### config.mk
export PLATFORM = sky130hd
export DESIGN_NAME = vx_tex_sampler_flat
export DESIGN_NICKNAME = d
export VERILOG_FILES = /design/src/rtl/vx_tex_sampler_if.sv /design/src/rtl/vx_tex_sampler.sv /design/src/flat_wrapper.sv
export SDC_FILE = /design/constraint.sdc
export NUM_CORES = 2
export LEC_CHECK = 0
export CELL_PAD_IN_SITES_DETAIL_PLACEMENT = 0
export CELL_PAD_IN_SITES_GLOBAL_PLACEMENT = 2
export CORE_UTILIZATION = 41
export CTS_CLUSTER_SIZE = 20
export DETAILED_ROUTE_END_ITERATION = 7
export PLACE_DENSITY_LB_ADDON = 0.1
export SLEW_MARGIN = 20
export SYNTH_ARGS = -nofsm -noshare
export SYNTH_HDL_FRONTEND = slang
export SYNTH_SLANG_ARGS = --single-unit
export TNS_END_PERCENT = 5
### constraint.sdc
create_clock -name clk -period 7.5 [get_ports clk]
set_input_delay 1.5 -clock clk [delete_from_list [all_inputs] [get_ports clk]]
set_output_delay 1.5 -clock clk [all_outputs]
set_load 0.05 [all_outputs]
### src/rtl/vx_tex_sampler_if.sv
// Request/response bundle between the texture memory stage, the sampler and the response path.
// Handshake: a transfer happens on a rising clk edge where valid and ready are both high;
// the source holds valid and its payload stable until that edge, and ready may depend combinationally on the sink's state.
interface vx_tex_sampler_if #(
  parameter int NUM_LANES = 1,
  parameter int REQ_INFOW = 1
);
  logic                             req_valid;
  logic [NUM_LANES-1:0]             req_mask;
  logic [2:0]                       req_format;
  logic                             req_filter;
  logic [NUM_LANES-1:0][7:0]        req_blend_u;
  logic [NUM_LANES-1:0][7:0]        req_blend_v;
  logic [NUM_LANES-1:0][3:0][31:0]  req_data;
  logic [REQ_INFOW-1:0]             req_info;
  logic                             req_ready;

  logic                             rsp_valid;
  logic [NUM_LANES-1:0]             rsp_mask;
  logic [NUM_LANES-1:0][31:0]       rsp_data;
  logic [REQ_INFOW-1:0]             rsp_info;
  logic                             rsp_ready;

  modport master (
    output req_valid, req_mask, req_format, req_filter, req_blend_u, req_blend_v, req_data, req_info,
    output rsp_ready,
    input  req_ready, rsp_valid, rsp_mask, rsp_data, rsp_info
  );

  modport slave (
    input  req_valid, req_mask, req_format, req_filter, req_blend_u, req_blend_v, req_data, req_info,
    input  rsp_ready,
    output req_ready, rsp_valid, rsp_mask, rsp_data, rsp_info
  );
endinterface

### src/rtl/vx_tex_sampler.sv
// Texture filter: decode (S0), horizontal lerp (S1), vertical lerp (S2); one global stall enable.
// Optional TEX_SAMPLER_PERF_EN adds the perf_stalls output-backpressure counter.
module vx_tex_sampler #(
  parameter string INSTANCE_ID = "",
  parameter int    NUM_LANES   = 1,
  parameter int    REQ_INFOW   = 1
) (
  input logic             clk,
  input logic             reset,
  vx_tex_sampler_if.slave tex_if
`ifdef TEX_SAMPLER_PERF_EN
  ,
  output logic [31:0]     perf_stalls
`endif
);

  function automatic logic [31:0] decode_texel(input logic [2:0] fmt, input logic [31:0] t);
    logic [31:0] c;
    c = '0;
    case (fmt)
      3'd0:    c = t;
      3'd1:    c = {8'hFF, t[15:11], t[15:13], t[10:5], t[10:9], t[4:0], t[4:2]};
      3'd2:    c = {{8{t[15]}}, t[14:10], t[14:12], t[9:5], t[9:7], t[4:0], t[4:2]};
      3'd3:    c = {t[15:12], t[15:12], t[11:8], t[11:8], t[7:4], t[7:4], t[3:0], t[3:0]};
      3'd4:    c = {t[15:8], {3{t[7:0]}}};
      3'd5:    c = {8'hFF, {3{t[7:0]}}};
      3'd6:    c = {t[7:0], 24'h0};
      default: c = '0;
    endcase
    return c;
  endfunction

  // Worst case a*(256-f)+b*f+128 is 65408, so 17 bits never overflow and the result fits 8 bits.
  function automatic logic [7:0] lerp8(input logic [7:0] a, input logic [7:0] b, input logic [7:0] f);
    logic [16:0] s;
    s = 17'(a) * (17'd256 - 17'(f)) + 17'(b) * 17'(f) + 17'd128;
    return 8'(s >> 8);
  endfunction

  function automatic logic [31:0] lerp_rgba(input logic [31:0] a, input logic [31:0] b, input logic [7:0] f);
    logic [31:0] o;
    o = '0;
    for (int ch = 0; ch < 4; ch++) o[ch*8 +: 8] = lerp8(a[ch*8 +: 8], b[ch*8 +: 8], f);
    return o;
  endfunction

  logic                            enable;

  logic                            s0_valid;
  logic [NUM_LANES-1:0]            s0_mask;
  logic [REQ_INFOW-1:0]            s0_info;
  logic [NUM_LANES-1:0][7:0]       s0_bu, s0_bv;
  logic [NUM_LANES-1:0][3:0][31:0] s0_tex;

  logic                            s1_valid;
  logic [NUM_LANES-1:0]            s1_mask;
  logic [REQ_INFOW-1:0]            s1_info;
  logic [NUM_LANES-1:0][7:0]       s1_bv;
  logic [NUM_LANES-1:0][31:0]      s1_t01, s1_t23;

  logic                            s2_valid;
  logic [NUM_LANES-1:0]            s2_mask;
  logic [REQ_INFOW-1:0]            s2_info;
  logic [NUM_LANES-1:0][31:0]      s2_data;

  logic [NUM_LANES-1:0][3:0][31:0] dec_tex;
  logic [NUM_LANES-1:0][7:0]       in_bu, in_bv;
  logic [NUM_LANES-1:0][31:0]      h01, h23, vout;

  assign enable           = ~s2_valid | tex_if.rsp_ready;
  assign tex_if.req_ready = enable;

  // Point sampling forces both fractions to zero, so every lerp returns texel 0 exactly.
  always_comb begin
    dec_tex = '0;
    for (int l = 0; l < NUM_LANES; l++)
      for (int t = 0; t < 4; t++)
        dec_tex[l][t] = decode_texel(tex_if.req_format, tex_if.req_data[l][t]);
    in_bu = tex_if.req_filter ? tex_if.req_blend_u : '0;
    in_bv = tex_if.req_filter ? tex_if.req_blend_v : '0;
  end

  always_comb begin
    h01 = '0;
    h23 = '0;
    for (int l = 0; l < NUM_LANES; l++) begin
      h01[l] = lerp_rgba(s0_tex[l][0], s0_tex[l][1], s0_bu[l]);
      h23[l] = lerp_rgba(s0_tex[l][2], s0_tex[l][3], s0_bu[l]);
    end
  end

  always_comb begin
    vout = '0;
    for (int l = 0; l < NUM_LANES; l++)
      vout[l] = s1_mask[l] ? lerp_rgba(s1_t01[l], s1_t23[l], s1_bv[l]) : 32'h0;
  end

  always_ff @(posedge clk or negedge reset) begin
    if (!reset) begin
      s0_valid <= 1'b0; s0_mask <= '0; s0_info <= '0; s0_bu <= '0; s0_bv <= '0; s0_tex <= '0;
      s1_valid <= 1'b0; s1_mask <= '0; s1_info <= '0; s1_bv <= '0; s1_t01 <= '0; s1_t23 <= '0;
      s2_valid <= 1'b0; s2_mask <= '0; s2_info <= '0; s2_data <= '0;
    end else if (enable) begin
      s0_valid <= tex_if.req_valid;
      s0_mask  <= tex_if.req_mask;
      s0_info  <= tex_if.req_info;
      s0_bu    <= in_bu;
      s0_bv    <= in_bv;
      s0_tex   <= dec_tex;
      s1_valid <= s0_valid;
      s1_mask  <= s0_mask;
      s1_info  <= s0_info;
      s1_bv    <= s0_bv;
      s1_t01   <= h01;
      s1_t23   <= h23;
      s2_valid <= s1_valid;
      s2_mask  <= s1_mask;
      s2_info  <= s1_info;
      s2_data  <= vout;
    end
  end

  assign tex_if.rsp_valid = s2_valid;
  assign tex_if.rsp_mask  = s2_mask;
  assign tex_if.rsp_info  = s2_info;
  assign tex_if.rsp_data  = s2_data;

`ifdef TEX_SAMPLER_PERF_EN
  logic [31:0] stall_cnt;

  always_ff @(posedge clk or negedge reset) begin
    if (!reset)                            stall_cnt <= '0;
    else if (s2_valid && !tex_if.rsp_ready) stall_cnt <= stall_cnt + 32'd1;
  end

  assign perf_stalls = stall_cnt;
`endif

endmodule

### src/flat_wrapper.sv
// flat-port wrapper written by rule: the top's interface ports become plain ports
module vx_tex_sampler_flat 
#(
  parameter string INSTANCE_ID = "",
  parameter int    NUM_LANES   = 1,
  parameter int    REQ_INFOW   = 1
)
  (clk, reset, tex_if_req_valid, tex_if_req_mask, tex_if_req_format, tex_if_req_filter, tex_if_req_blend_u, tex_if_req_blend_v, tex_if_req_data, tex_if_req_info, tex_if_rsp_ready, tex_if_req_ready, tex_if_rsp_valid, tex_if_rsp_mask, tex_if_rsp_data, tex_if_rsp_info);
  vx_tex_sampler_if #(.NUM_LANES(NUM_LANES), .REQ_INFOW(REQ_INFOW)) tex_if_i ();
  input logic clk;
  input logic reset;
  input wire logic [$bits(tex_if_i.req_valid)-1:0] tex_if_req_valid;
  input wire logic [$bits(tex_if_i.req_mask)-1:0] tex_if_req_mask;
  input wire logic [$bits(tex_if_i.req_format)-1:0] tex_if_req_format;
  input wire logic [$bits(tex_if_i.req_filter)-1:0] tex_if_req_filter;
  input wire logic [$bits(tex_if_i.req_blend_u)-1:0] tex_if_req_blend_u;
  input wire logic [$bits(tex_if_i.req_blend_v)-1:0] tex_if_req_blend_v;
  input wire logic [$bits(tex_if_i.req_data)-1:0] tex_if_req_data;
  input wire logic [$bits(tex_if_i.req_info)-1:0] tex_if_req_info;
  input wire logic [$bits(tex_if_i.rsp_ready)-1:0] tex_if_rsp_ready;
  output wire logic [$bits(tex_if_i.req_ready)-1:0] tex_if_req_ready;
  output wire logic [$bits(tex_if_i.rsp_valid)-1:0] tex_if_rsp_valid;
  output wire logic [$bits(tex_if_i.rsp_mask)-1:0] tex_if_rsp_mask;
  output wire logic [$bits(tex_if_i.rsp_data)-1:0] tex_if_rsp_data;
  output wire logic [$bits(tex_if_i.rsp_info)-1:0] tex_if_rsp_info;
  assign tex_if_i.req_valid = tex_if_req_valid;
  assign tex_if_i.req_mask = tex_if_req_mask;
  assign tex_if_i.req_format = tex_if_req_format;
  assign tex_if_i.req_filter = tex_if_req_filter;
  assign tex_if_i.req_blend_u = tex_if_req_blend_u;
  assign tex_if_i.req_blend_v = tex_if_req_blend_v;
  assign tex_if_i.req_data = tex_if_req_data;
  assign tex_if_i.req_info = tex_if_req_info;
  assign tex_if_i.rsp_ready = tex_if_rsp_ready;
  assign tex_if_req_ready = tex_if_i.req_ready;
  assign tex_if_rsp_valid = tex_if_i.rsp_valid;
  assign tex_if_rsp_mask = tex_if_i.rsp_mask;
  assign tex_if_rsp_data = tex_if_i.rsp_data;
  assign tex_if_rsp_info = tex_if_i.rsp_info;
  vx_tex_sampler #(.INSTANCE_ID(INSTANCE_ID), .NUM_LANES(NUM_LANES), .REQ_INFOW(REQ_INFOW)) u_core (.clk(clk), .reset(reset), .tex_if(tex_if_i));
endmodule
==> impl_metrics.tcl <==
set metrics [dict create \
    synth-simple-area-share_pct 17.9 \
    synth_area_mm2 0.0668 \
    dpl.hpwl_mm 160 \
    pin_count 190 \
    min_path_type "flop to flop" \
    clkLatencyLatePin_ps 630 \
    clock-root-buffer "clkbuf_16" \
    clock_skew_ps 26.0 \
    cts_buffers 40 \
    ys_types 74 \
    grt_use_total_pct 25.5 \
    drc 0 \
    synth_top_family_by_area "adder cells" \
    die_w_um 406 \
    grt_pass1_vias 52857 \
    layout-drive-gt1-share_pct 3.41 \
    dr.pass1.iters 5 \
    post_cts_resized 0 \
    grt_util_met3_pct 2.93 \
    tritoncts "done" \
    period_needed_ps 7040 \
    rrSetupSlack_ps 460 \
    synth_area_leader_cell "fa_1" \
    synth_compound_area_share_pct 6.26 \
    instances_no_fill 9790 \
    synth_xor_area_share_pct 2.19 \
    clockBufferDepth 3 \
    synth_nets 9795 \
    utilization_pct 45.0 \
    std_cell_rows 147 \
    cap_violations 0 \
    antenna_found_initial 11 \
    holdWs_ps 457 \
    synth_ff_type "dfrtp_1" \
    die_area_mm2 0.165 \
    cp.arrival_ps 7500 \
    grt.busiest_layer "met2" \
    grt-ovfl-total 0 \
    final-hold-violation-count 0 \
    fill_cells 16345 \
    synthTopCellsByArea "fa_1 36%, ha_1 15%, and2_1 10%, inv_1 10%, dfrtp_1 9.6%" \
    synth-adder-area-share_pct 50.6 \
    avgSynthCellArea_um2 8.72 \
    hold_buffers 0 \
    setup_viol 0 \
    die_y_um 406 \
    yosysMostFrequentCell "inv_1" \
    grt_pass1_wl_mm 320 \
    cts.htree.levels 2 \
    start_util_pct 41.4 \
    maxSlewViolCount 0 \
    drt-initial-drc-count 2634 \
    nNetsFinal 9730 \
    post_cts.repair.setup_buffers 0 \
    ant_nets 0 \
    grt_max_degree 142 \
    path_clk_slew_ps 60 \
    worst-setup-path-type "flop to flop" \
    critPathMaxFanout 19 \
    muxShareOfSynthArea_pct 1.15 \
    wl_per_cell_um 20.7 \
    tns_ps 0 \
    end_kind "flop" \
    yosysWarningCount 0 \
    slew_headroom_pct 31.5 \
    num_vias 49362 \
    seq_area_frac_synth_pct 9.63 \
    cp.required_ps 7960 \
    vias_per_cell 5.04 \
    synth_seq_cells 257 \
    cp-start-kind "flop" \
    gp_congestion 0.891 \
    worstMarginPinSlew_ps 1030 \
    synthCells 7659 \
    synth_common_cells "1776 x inv_1, 1200 x fa_1, 1073 x and2_1" \
    cts_num_sinks 257 \
    syn_to_final_growth_pct 8.49 \
    outcome "complete, no violations" \
    synth_edf_count 0 \
    core_area_mm2 0.161 \
    async_reset_ff_share_pct 100 \
    rsz0062_at_grt "no" \
    grt_use_met2_pct 40.8 \
    port_buffers 189 \
    fin_crit_sh_pct 93.9 \
    synth_top_area_share_pct 36.0 \
    placed_cells 9711 \
    gr-usage-met1_pct 37.1 \
    wl_mm 203 \
    fmax_mhz 142 \
]
placed cells by master, fill, tap and decap left out, drive strengths merged, types with 8 or more instances in the layout:
cell type and instances:
inv 1782, fa 1200, and2 1073, nand2 922, ha 782, dfrtp 257
a21oi 242, o21ai 209, clkdlybuf4s50 185, nor2 177, xnor2 113, buf 106
nand3 61, xor2 54, clkbuf 46, a21o 33, mux4 25, a211oi 23
nor3 20, a22oi 19, o21a 19, a22o 18, a31oi 17, mux2i 16
nor2b 16, nor4 15, nand4 14, a221oi 14, a311oi 13, a311o 12
clkinv 12, o2bb2ai 10, nand2b 10, or3 9, and4 9, and3 8
o31a 8
through the flow:
| step | cell area, µm² | setup slack (ps) |
|---|---|---|
| 2_1_floorplan | 66800 | 825 |
| 3_5_place_dp | 71000 | 465 |
| 3_3_place_gp | 71000 | 519 |
| 4_1_cts | 72400 | 422 |
| 5_1_grt | 72400 | 24.8 |
| 6_report | 72500 | 459 |
area by class of cell:
class                           instances  area [µm²]  share of cell area, %
Timing Repair Buffer                  291        2900                   4.00
Tap cell                             2160        2700                   3.73
Clock buffer                           46        1040                   1.44
Inverter                             1778        6680                   9.22
Multi-Input combinational cell       5226       52300                   72.2
Sequential cell                       257        6440                   8.90
Clock inverter                         28         358                  0.494
Antenna cell                            4        10.0                 0.0138
sequential cells by signal, summed over array words and instances, names as in the netlist, 8 cells and up:
register,count
u_core.s1_t23,32
u_core.tex_if.rsp_data,32
u_core.s0_bv,8
u_core.s1_bv,8
u_core.s0_tex,128
u_core.s1_t01,32
u_core.s0_bu,8
logic make-up after synthesis:
| family | Yosys count |
|---|---|
| buffers and inverters | 2176 |
| muxes | 45 |
| and+or+nand+nor | 2351 |
| AOI/OAI and AO/OA | 681 |
| DFF | 257 |
| xor gates and xnor gates | 167 |
| adders and majority gates | 1982 |
worst paths after layout:
check                                      from  cells past startpoint                   endpoint
min in group asynchronous                 reset                      1  u_core.tex_if.rsp_data[0]
worst min-delay path            u_core.s1_valid                      1    u_core.tex_if.rsp_valid
max in group asynchronous                 reset                      2          u_core.s0_tex[36]
worst min register to register  u_core.s1_valid                      1    u_core.tex_if.rsp_valid
worst max-delay path            u_core.s0_bu[0]                     23          u_core.s1_t23[30]
worst max register to register  u_core.s0_bu[0]                     23          u_core.s1_t23[30]
layer usage:
layer  vias up  wire [µm]
met5         -         57
met2      1033      91200
met4         8       4140
met3       201       9130
met1     25321      98200
li1      22799          -
worst max-delay path, cell delays in order, from the launching register on:
cell and delay, ps:
dfrtp_4 490, inv_1 140, nand3_1 130, nor4_1 350, xnor2_2 360, buf_4 440, buf_4 280, nand2_1 100
fa_1 510, fa_1 550, inv_1 50, fa_1 490, fa_1 470, fa_1 530, inv_1 60, fa_1 490
inv_1 50, ha_1 330, a21oi_1 150, nor2b_1 80, nor2_1 200, o2bb2ai_1 240, xor2_1 260, o21ai_0 100
Power is not shown: default switching activity piles up to over one toggle a cycle in this logic, so the estimate is an artifact.
